File: config.mk
export PLATFORM = sky130hd
export DESIGN_NAME = health_tracker
export DESIGN_NICKNAME = d
export VERILOG_FILES = /design/src/rtl/game_pkg.sv /design/src/rtl/hp_channel.sv /design/src/rtl/health_tracker.sv
export SDC_FILE = /design/constraint.sdc
export NUM_CORES = 1
export LEC_CHECK = 0
export ABC_AREA = 1
export CORE_MARGIN = 3
export CORE_UTILIZATION = 40
export CTS_CLUSTER_SIZE = 12
export DETAILED_ROUTE_END_ITERATION = 8
export MAX_ROUTING_LAYER = met4
export PLACE_DENSITY_LB_ADDON = 0.1
export RECOVER_POWER = 25
export SLEW_MARGIN = 15
export SYNTH_ARGS = -nofsm -noshare
export SYNTH_HDL_FRONTEND = slang
export SYNTH_HIERARCHICAL = 1
export SYNTH_SLANG_ARGS = --single-unit
export TNS_END_PERCENT = 20
File: constraint.sdc
create_clock -name clk -period 2.25 [get_ports clk]
set_clock_uncertainty 0.2 [all_clocks]
set_input_delay 0.3375 -clock clk [delete_from_list [all_inputs] [get_ports clk]]
set_output_delay 0.3375 -clock clk [all_outputs]
set_load 0.05 [all_outputs]
File: src/rtl/game_pkg.sv
// Shared constants for the four-fighter arena: character indices, round-state
// encodings and default HP sizing.
package game_pkg;

   localparam int CHAR_MAGE     = 0;
   localparam int CHAR_GUNMAN   = 1;
   localparam int CHAR_SWORDMAN = 2;
   localparam int CHAR_FISTMAN  = 3;
   localparam int NUM_CHAR      = 4;

   localparam logic [1:0] ST_IDLE = 2'b00;
   localparam logic [1:0] ST_PLAY = 2'b01;
   localparam logic [1:0] ST_OVER = 2'b10;

   localparam int DEF_MAX_HP = 5;
   localparam int DEF_HP_W   = 3;

   function automatic logic [2:0] popcount4(input logic [3:0] v);
      popcount4 = 3'(v[0]) + 3'(v[1]) + 3'(v[2]) + 3'(v[3]);
   endfunction

endpackage

File: src/rtl/hp_channel.sv
// One fighter's hit path: hit-level synchronizer, HP register with saturating
// damage, invulnerability down-counter, damage pulse and alive flag.
module hp_channel
   import game_pkg::*;
#(
   parameter int MAX_HP        = DEF_MAX_HP,
   parameter int HP_W          = DEF_HP_W,
   parameter int DAMAGE        = 1,
   parameter int INVULN_CYCLES = 6250000
) (
   input  logic            clk,
   input  logic            reset,
   input  logic            hit_in,
   input  logic            enable,
   input  logic            reload,
   output logic [HP_W-1:0] hp,
   output logic            alive,
   output logic            invuln,
   output logic            damage_pulse
);

   localparam int              CNT_W    = $clog2(INVULN_CYCLES + 1);
   localparam logic [CNT_W-1:0] CNT_LOAD = CNT_W'(INVULN_CYCLES);

   logic             hit_m;
   logic             hit_s;
   logic [CNT_W-1:0] cnt;
   logic             accept;
   logic [HP_W-1:0]  hp_hit;

   always_ff @(posedge clk or negedge reset) begin
      if (!reset) begin
         hit_m <= 1'b0;
         hit_s <= 1'b0;
      end else begin
         hit_m <= hit_in;
         hit_s <= hit_m;
      end
   end

   assign accept = enable && hit_s && alive && (cnt == '0);

   // DAMAGE may not fit in HP_W, so compare at integer width and only subtract
   // when the result stays positive.
   always_comb begin
      hp_hit = '0;
      if (int'(hp) > DAMAGE)
         hp_hit = hp - HP_W'(DAMAGE);
   end

   always_ff @(posedge clk or negedge reset) begin
      if (!reset) begin
         hp           <= HP_W'(MAX_HP);
         alive        <= 1'b1;
         cnt          <= '0;
         damage_pulse <= 1'b0;
      end else if (reload) begin
         hp           <= HP_W'(MAX_HP);
         alive        <= 1'b1;
         cnt          <= '0;
         damage_pulse <= 1'b0;
      end else begin
         damage_pulse <= accept;
         if (accept) begin
            hp <= hp_hit;
            if (hp_hit == '0) begin
               alive <= 1'b0;
               cnt   <= '0;
            end else begin
               cnt <= CNT_LOAD;
            end
         end else if (cnt != '0) begin
            cnt <= cnt - CNT_W'(1);
         end
      end
   end

   assign invuln = (cnt != '0);

endmodule

File: src/rtl/health_tracker.sv
// Round controller for the arena: four hp_channel instances plus the
// idle/play/over FSM and the survivor/winner encoder.
//
// state   | meaning
// IDLE    | waiting for start, hits ignored
// PLAY    | round running, hits damage fighters
// OVER    | at most one fighter left, results held until start
module health_tracker
   import game_pkg::*;
#(
   parameter int MAX_HP        = DEF_MAX_HP,
   parameter int HP_W          = DEF_HP_W,
   parameter int DAMAGE        = 1,
   parameter int INVULN_CYCLES = 6250000
) (
   input  logic                     clk,
   input  logic                     reset,
   input  logic                     start,
   input  logic [3:0]               hit_in,
   output logic [NUM_CHAR*HP_W-1:0] hp_out,
   output logic [3:0]               alive,
   output logic [3:0]               invuln,
   output logic [3:0]               damage_pulse,
   output logic [1:0]               state,
   output logic                     game_over,
   output logic [1:0]               winner,
   output logic                     winner_valid
);

   logic       enable;
   logic       reload;
   logic [2:0] n_alive;
   logic [1:0] survivor;

   assign enable = (state == ST_PLAY);
   assign reload = start && (state != ST_PLAY);

   for (genvar i = 0; i < NUM_CHAR; i++) begin : g_ch
      hp_channel #(
         .MAX_HP        (MAX_HP),
         .HP_W          (HP_W),
         .DAMAGE        (DAMAGE),
         .INVULN_CYCLES (INVULN_CYCLES)
      ) u_ch (
         .clk          (clk),
         .reset        (reset),
         .hit_in       (hit_in[i]),
         .enable       (enable),
         .reload       (reload),
         .hp           (hp_out[i*HP_W +: HP_W]),
         .alive        (alive[i]),
         .invuln       (invuln[i]),
         .damage_pulse (damage_pulse[i])
      );
   end

   assign n_alive = popcount4(alive);

   always_comb begin
      survivor = 2'd0;
      for (int i = NUM_CHAR - 1; i >= 0; i--)
         if (alive[i]) survivor = 2'(i);
   end

   always_ff @(posedge clk or negedge reset) begin
      if (!reset) begin
         state        <= ST_IDLE;
         winner       <= 2'd0;
         winner_valid <= 1'b0;
      end else begin
         case (state)
            ST_IDLE: begin
               if (start) state <= ST_PLAY;
            end
            ST_PLAY: begin
               if (n_alive <= 3'd1) begin
                  state        <= ST_OVER;
                  winner       <= (n_alive == 3'd1) ? survivor : 2'd0;
                  winner_valid <= (n_alive == 3'd1);
               end
            end
            ST_OVER: begin
               if (start) begin
                  state        <= ST_PLAY;
                  winner_valid <= 1'b0;
               end
            end
            default: state <= ST_IDLE;
         endcase
      end
   end

   assign game_over = (state == ST_OVER);

endmodule

==> implementation parameters <==
Parameter                              Value

Power and ir drop
  Cell leakage power    0.00474 µW
  Peak supply drop    0.000693 V
  Total power divided by cell area    1400 mW/mm²

Setup path
  Required time at the endpoint of the critical path    1.71 ns
  CP endpoint kind    output pin
  CP Launch Type    register
  Largest driver fanout on the critical path    5
  Kind of critical path    register to output pin
  Arrival @ worst endpoint    1.72 ns

Floorplan
  Core Footprint    0.0183 mm²
  Full die area    0.0206 mm²
  Placement row count    49
  Initial standard-cell utilization of the core    41.4%
  Vertical extent of the die    143 µm
  Horizontal extent of the die    143 µm
  Boundary pin count    37

Placed design
  DP Worst Slack    -0.118 ns
  DP Wirelength    14100 µm
  RePlAce Congestion    0.878
  Cells after DPL    1315
  Port Buf Inserts    36

GRT
  Number of global-route vias before repair    6442
  Number of antenna violations at the first check in global routing    0
  First-pass GRT wire length    31600 µm
  Global route total overflow    0
  Pin count of the biggest net entering global routing    51
  Total routing usage reported by global routing    20.0%

Cells and area
  Number of diodes    0
  Share of the core filled with cells in the final layout    50.4%
  Post-route non-filler standard cell count    1348
  Net count of the finished layout    1129
  Layout cell share with drive strength beyond 1    19.7%
  Layout Area Growth over Synthesis    21.8%

Synthesis
  Share of synthesized area occupied by flip-flops and latches    41.6%
  Mapped Avg Cell Area    7.52 µm²
  Number of storage elements in the synthesis netlist    125
  Predominant post-synthesis flop cell    sky130_fd_sc_hd__dfrtp_1
  Leading area contributor after synthesis    sky130_fd_sc_hd__dfrtp_1
  Number of distinct library cells after synthesis    33
  Mapped Nets    1028
  Count of flip-flops with a built-in enable after synthesis    0
  Synth top area share    37.4%
  Synthesized instance count    1005
  Leading cell type by number of instances after synthesis    sky130_fd_sc_hd__nand2_1
  Most instantiated cells after synthesis    226 x sky130_fd_sc_hd__nand2_1, 218 x sky130_fd_sc_hd__nor2_1, 113 x sky130_fd_sc_hd__dfrtp_1, 111 x sky130_fd_sc_hd__inv_1, 52 x sky130_fd_sc_hd__nand3_1
  Largest cells by area after synthesis    sky130_fd_sc_hd__dfrtp_1 37%, sky130_fd_sc_hd__nand2_1 11%, sky130_fd_sc_hd__nor2_1 11%, sky130_fd_sc_hd__inv_1 5.5%, sky130_fd_sc_hd__xor2_1 4.6%
  Async set or reset register ratio after synthesis    100%
  Count of synthesis-stage warnings from yosys    6
  Netlist Area Pre-Place    0.00756 mm²

Routing
  Mean routed wirelength per cell    13.9 µm
  Total Wirelength    18800 µm
  First-iteration detailed-routing DRC count    387
  Number of iterations in the first detailed-routing pass    4
  DRC errors left    0
  ANT nets after route    0
  Number of vias after detailed routing    6496
  Vias per inst    4.82

STA
  Min Clock Period, post-route    2.25 ns
  Worst hold slack after final layout    0.146 ns
  Final count of pins violating max slew    0
  Max Fclk    444 MHz
  Tightest Pin Transition    1.33 ns
  Share of the clock period used by the worst path after layout    100%
  Final Hold Vio Count    0
  Setup Viol. Count Final    1
  Min setup slack post-route    -0.00428 ns
  Unrepaired setup endpoints after global routing    true
  Worst slew margin relative to its limit    11.5%
  Setup TNS    -0.00428 ns

Run status
  Run status    complete, but fails checks
  Violations in the final reports    negative setup slack

Clock network
  Number of clock buffers inserted by TritonCTS    17
  Clock tree from TritonCTS    yes
  Clk sinks    125
  Clock H-tree levels    4
  Clock root buffer master    sky130_fd_sc_hd__clkbuf_16
  Clock network latency to the later pin of the worst-skew pair    0.42 ns
  Number of buffers on the longest clock path    2
  Clock transition at the register clock pins on the worst setup and hold paths after CTS    0.05 ns

Min path
  Hold crit path type    register to register

Flow run
  Max Cap Viol    0
registers in the layout, indices dropped and copies added, names as in the netlist:
| signal | cells |
|---|---|
| g_ch.u_ch/cnt | 92 |
| winner | 2 |
| state | 2 |
| g_ch.u_ch/hit_m | 4 |
| g_ch.u_ch/hp | 12 |
| g_ch.u_ch/alive | 4 |
| g_ch.u_ch/damage_pulse | 4 |
| g_ch.u_ch/hit_s | 4 |
| winner_valid | 1 |
critical path, cell delays in order, from the launching register on:
cell	delay, ns
sky130_fd_sc_hd__dfrtp_1	0.43
sky130_fd_sc_hd__nor2_1	0.17
sky130_fd_sc_hd__nand2_1	0.10
sky130_fd_sc_hd__nor2_4	0.21
sky130_fd_sc_hd__nand3_1	0.16
sky130_fd_sc_hd__buf_4	0.22
metrics by stage:
stage                     instance area [µm²]  total power, µW
after floorplan                          7570             8620
after global placement                   8550            10000
after detailed placement                 8550            10100
after CTS                                9150            12800
after global routing                     9210            14000
final                                    9210            12800
logic make-up (layout without fill, tap and decap cells):
logic type,after synthesis,count (layout),synth area share [%]
flip-flops,125,125,41.6
AND/OR/NAND/NOR,645,645,40.3
AO/OA/AOI/OAI,55,55,3.72
adder cells (fa/ha/maj),16,16,2.75
XOR/XNOR,45,45,5.21
buffers and inverters,119,233,6.42
layout by cell type, fill, tap and decap left out, types with 7 or more instances in the layout:
cell                              instances
sky130_fd_sc_hd__dfstp_2                 12
sky130_fd_sc_hd__buf_4                   58
sky130_fd_sc_hd__nor2_2                  44
sky130_fd_sc_hd__xor2_1                  40
sky130_fd_sc_hd__nor3_1                  18
sky130_fd_sc_hd__nand3_1                 51
sky130_fd_sc_hd__nand3_2                  7
sky130_fd_sc_hd__nor2_1                 208
sky130_fd_sc_hd__clkbuf_16               17
sky130_fd_sc_hd__o21ai_0                 12
sky130_fd_sc_hd__nand4_1                 21
sky130_fd_sc_hd__clkdlybuf4s50_1         12
sky130_fd_sc_hd__dfrtp_1                113
sky130_fd_sc_hd__nand2_2                 14
sky130_fd_sc_hd__inv_1                  106
sky130_fd_sc_hd__nand2_1                225
sky130_fd_sc_hd__ha_1                    10
sky130_fd_sc_hd__nand3b_1                14
sky130_fd_sc_hd__nor2_4                  20
sky130_fd_sc_hd__a21oi_1                 36
layer usage:
| layer | up-vias | GRT usage [%] | share of wire [%] |
|---|---|---|---|
| met5 | - | - | 0 |
| met4 | 0 | 5.25 | 1.2 |
| met3 | 18 | 4.19 | 2.6 |
| met2 | 75 | 31.5 | 47 |
| met1 | 3035 | 26.4 | 49 |
| li1 | 3368 | - | - |
layout make-up:
cell class / count / area [µm²]
clock inverters: 7 / 62.6
flip-flops and latches: 125 / 3140
well taps: 229 / 287
repair buffers: 87 / 737
fillers: 1852 / 9060
multi-input cells: 761 / 4050
clock buffers: 25 / 505
inverters: 114 / 428
power by group:
group	internal, µW	total, µW	switching [µW]	leakage (µW)
Sequential	3040	3870	829	0.00160
Combinational	2300	6360	4060	0.00286
Clock	1650	2620	966	0.000283
repair_timing:
item / 4_1_cts / 5_1_grt
hold buffers: 1 / 0
hold endpoints to repair: 38 / 0
pin swaps: 1 / 10
resized for setup: 11 / 24
setup buffers: 0 / 0
endpoints found under the setup margin: 10 / 10
worst paths after layout:
kind | to | slack [ns] | start | cells past startpoint
min reg2reg | g_ch[3].u_ch/hit_s | 0.15 | g_ch[3].u_ch/hit_m | 0
min | g_ch[3].u_ch/hit_s | 0.15 | g_ch[3].u_ch/hit_m | 0
max reg2reg | winner[0] | 0.05 | g_ch[1].u_ch/alive | 11
max in group asynchronous | g_ch[1].u_ch/hp[0] | 0.32 | reset | 3
min in group asynchronous | g_ch[0].u_ch/cnt[14] | 0.56 | reset | 2
max | invuln[3] | -0.004 | g_ch[3].u_ch/cnt[21] | 5
Note: power is estimated with default switching activity, not from simulation.
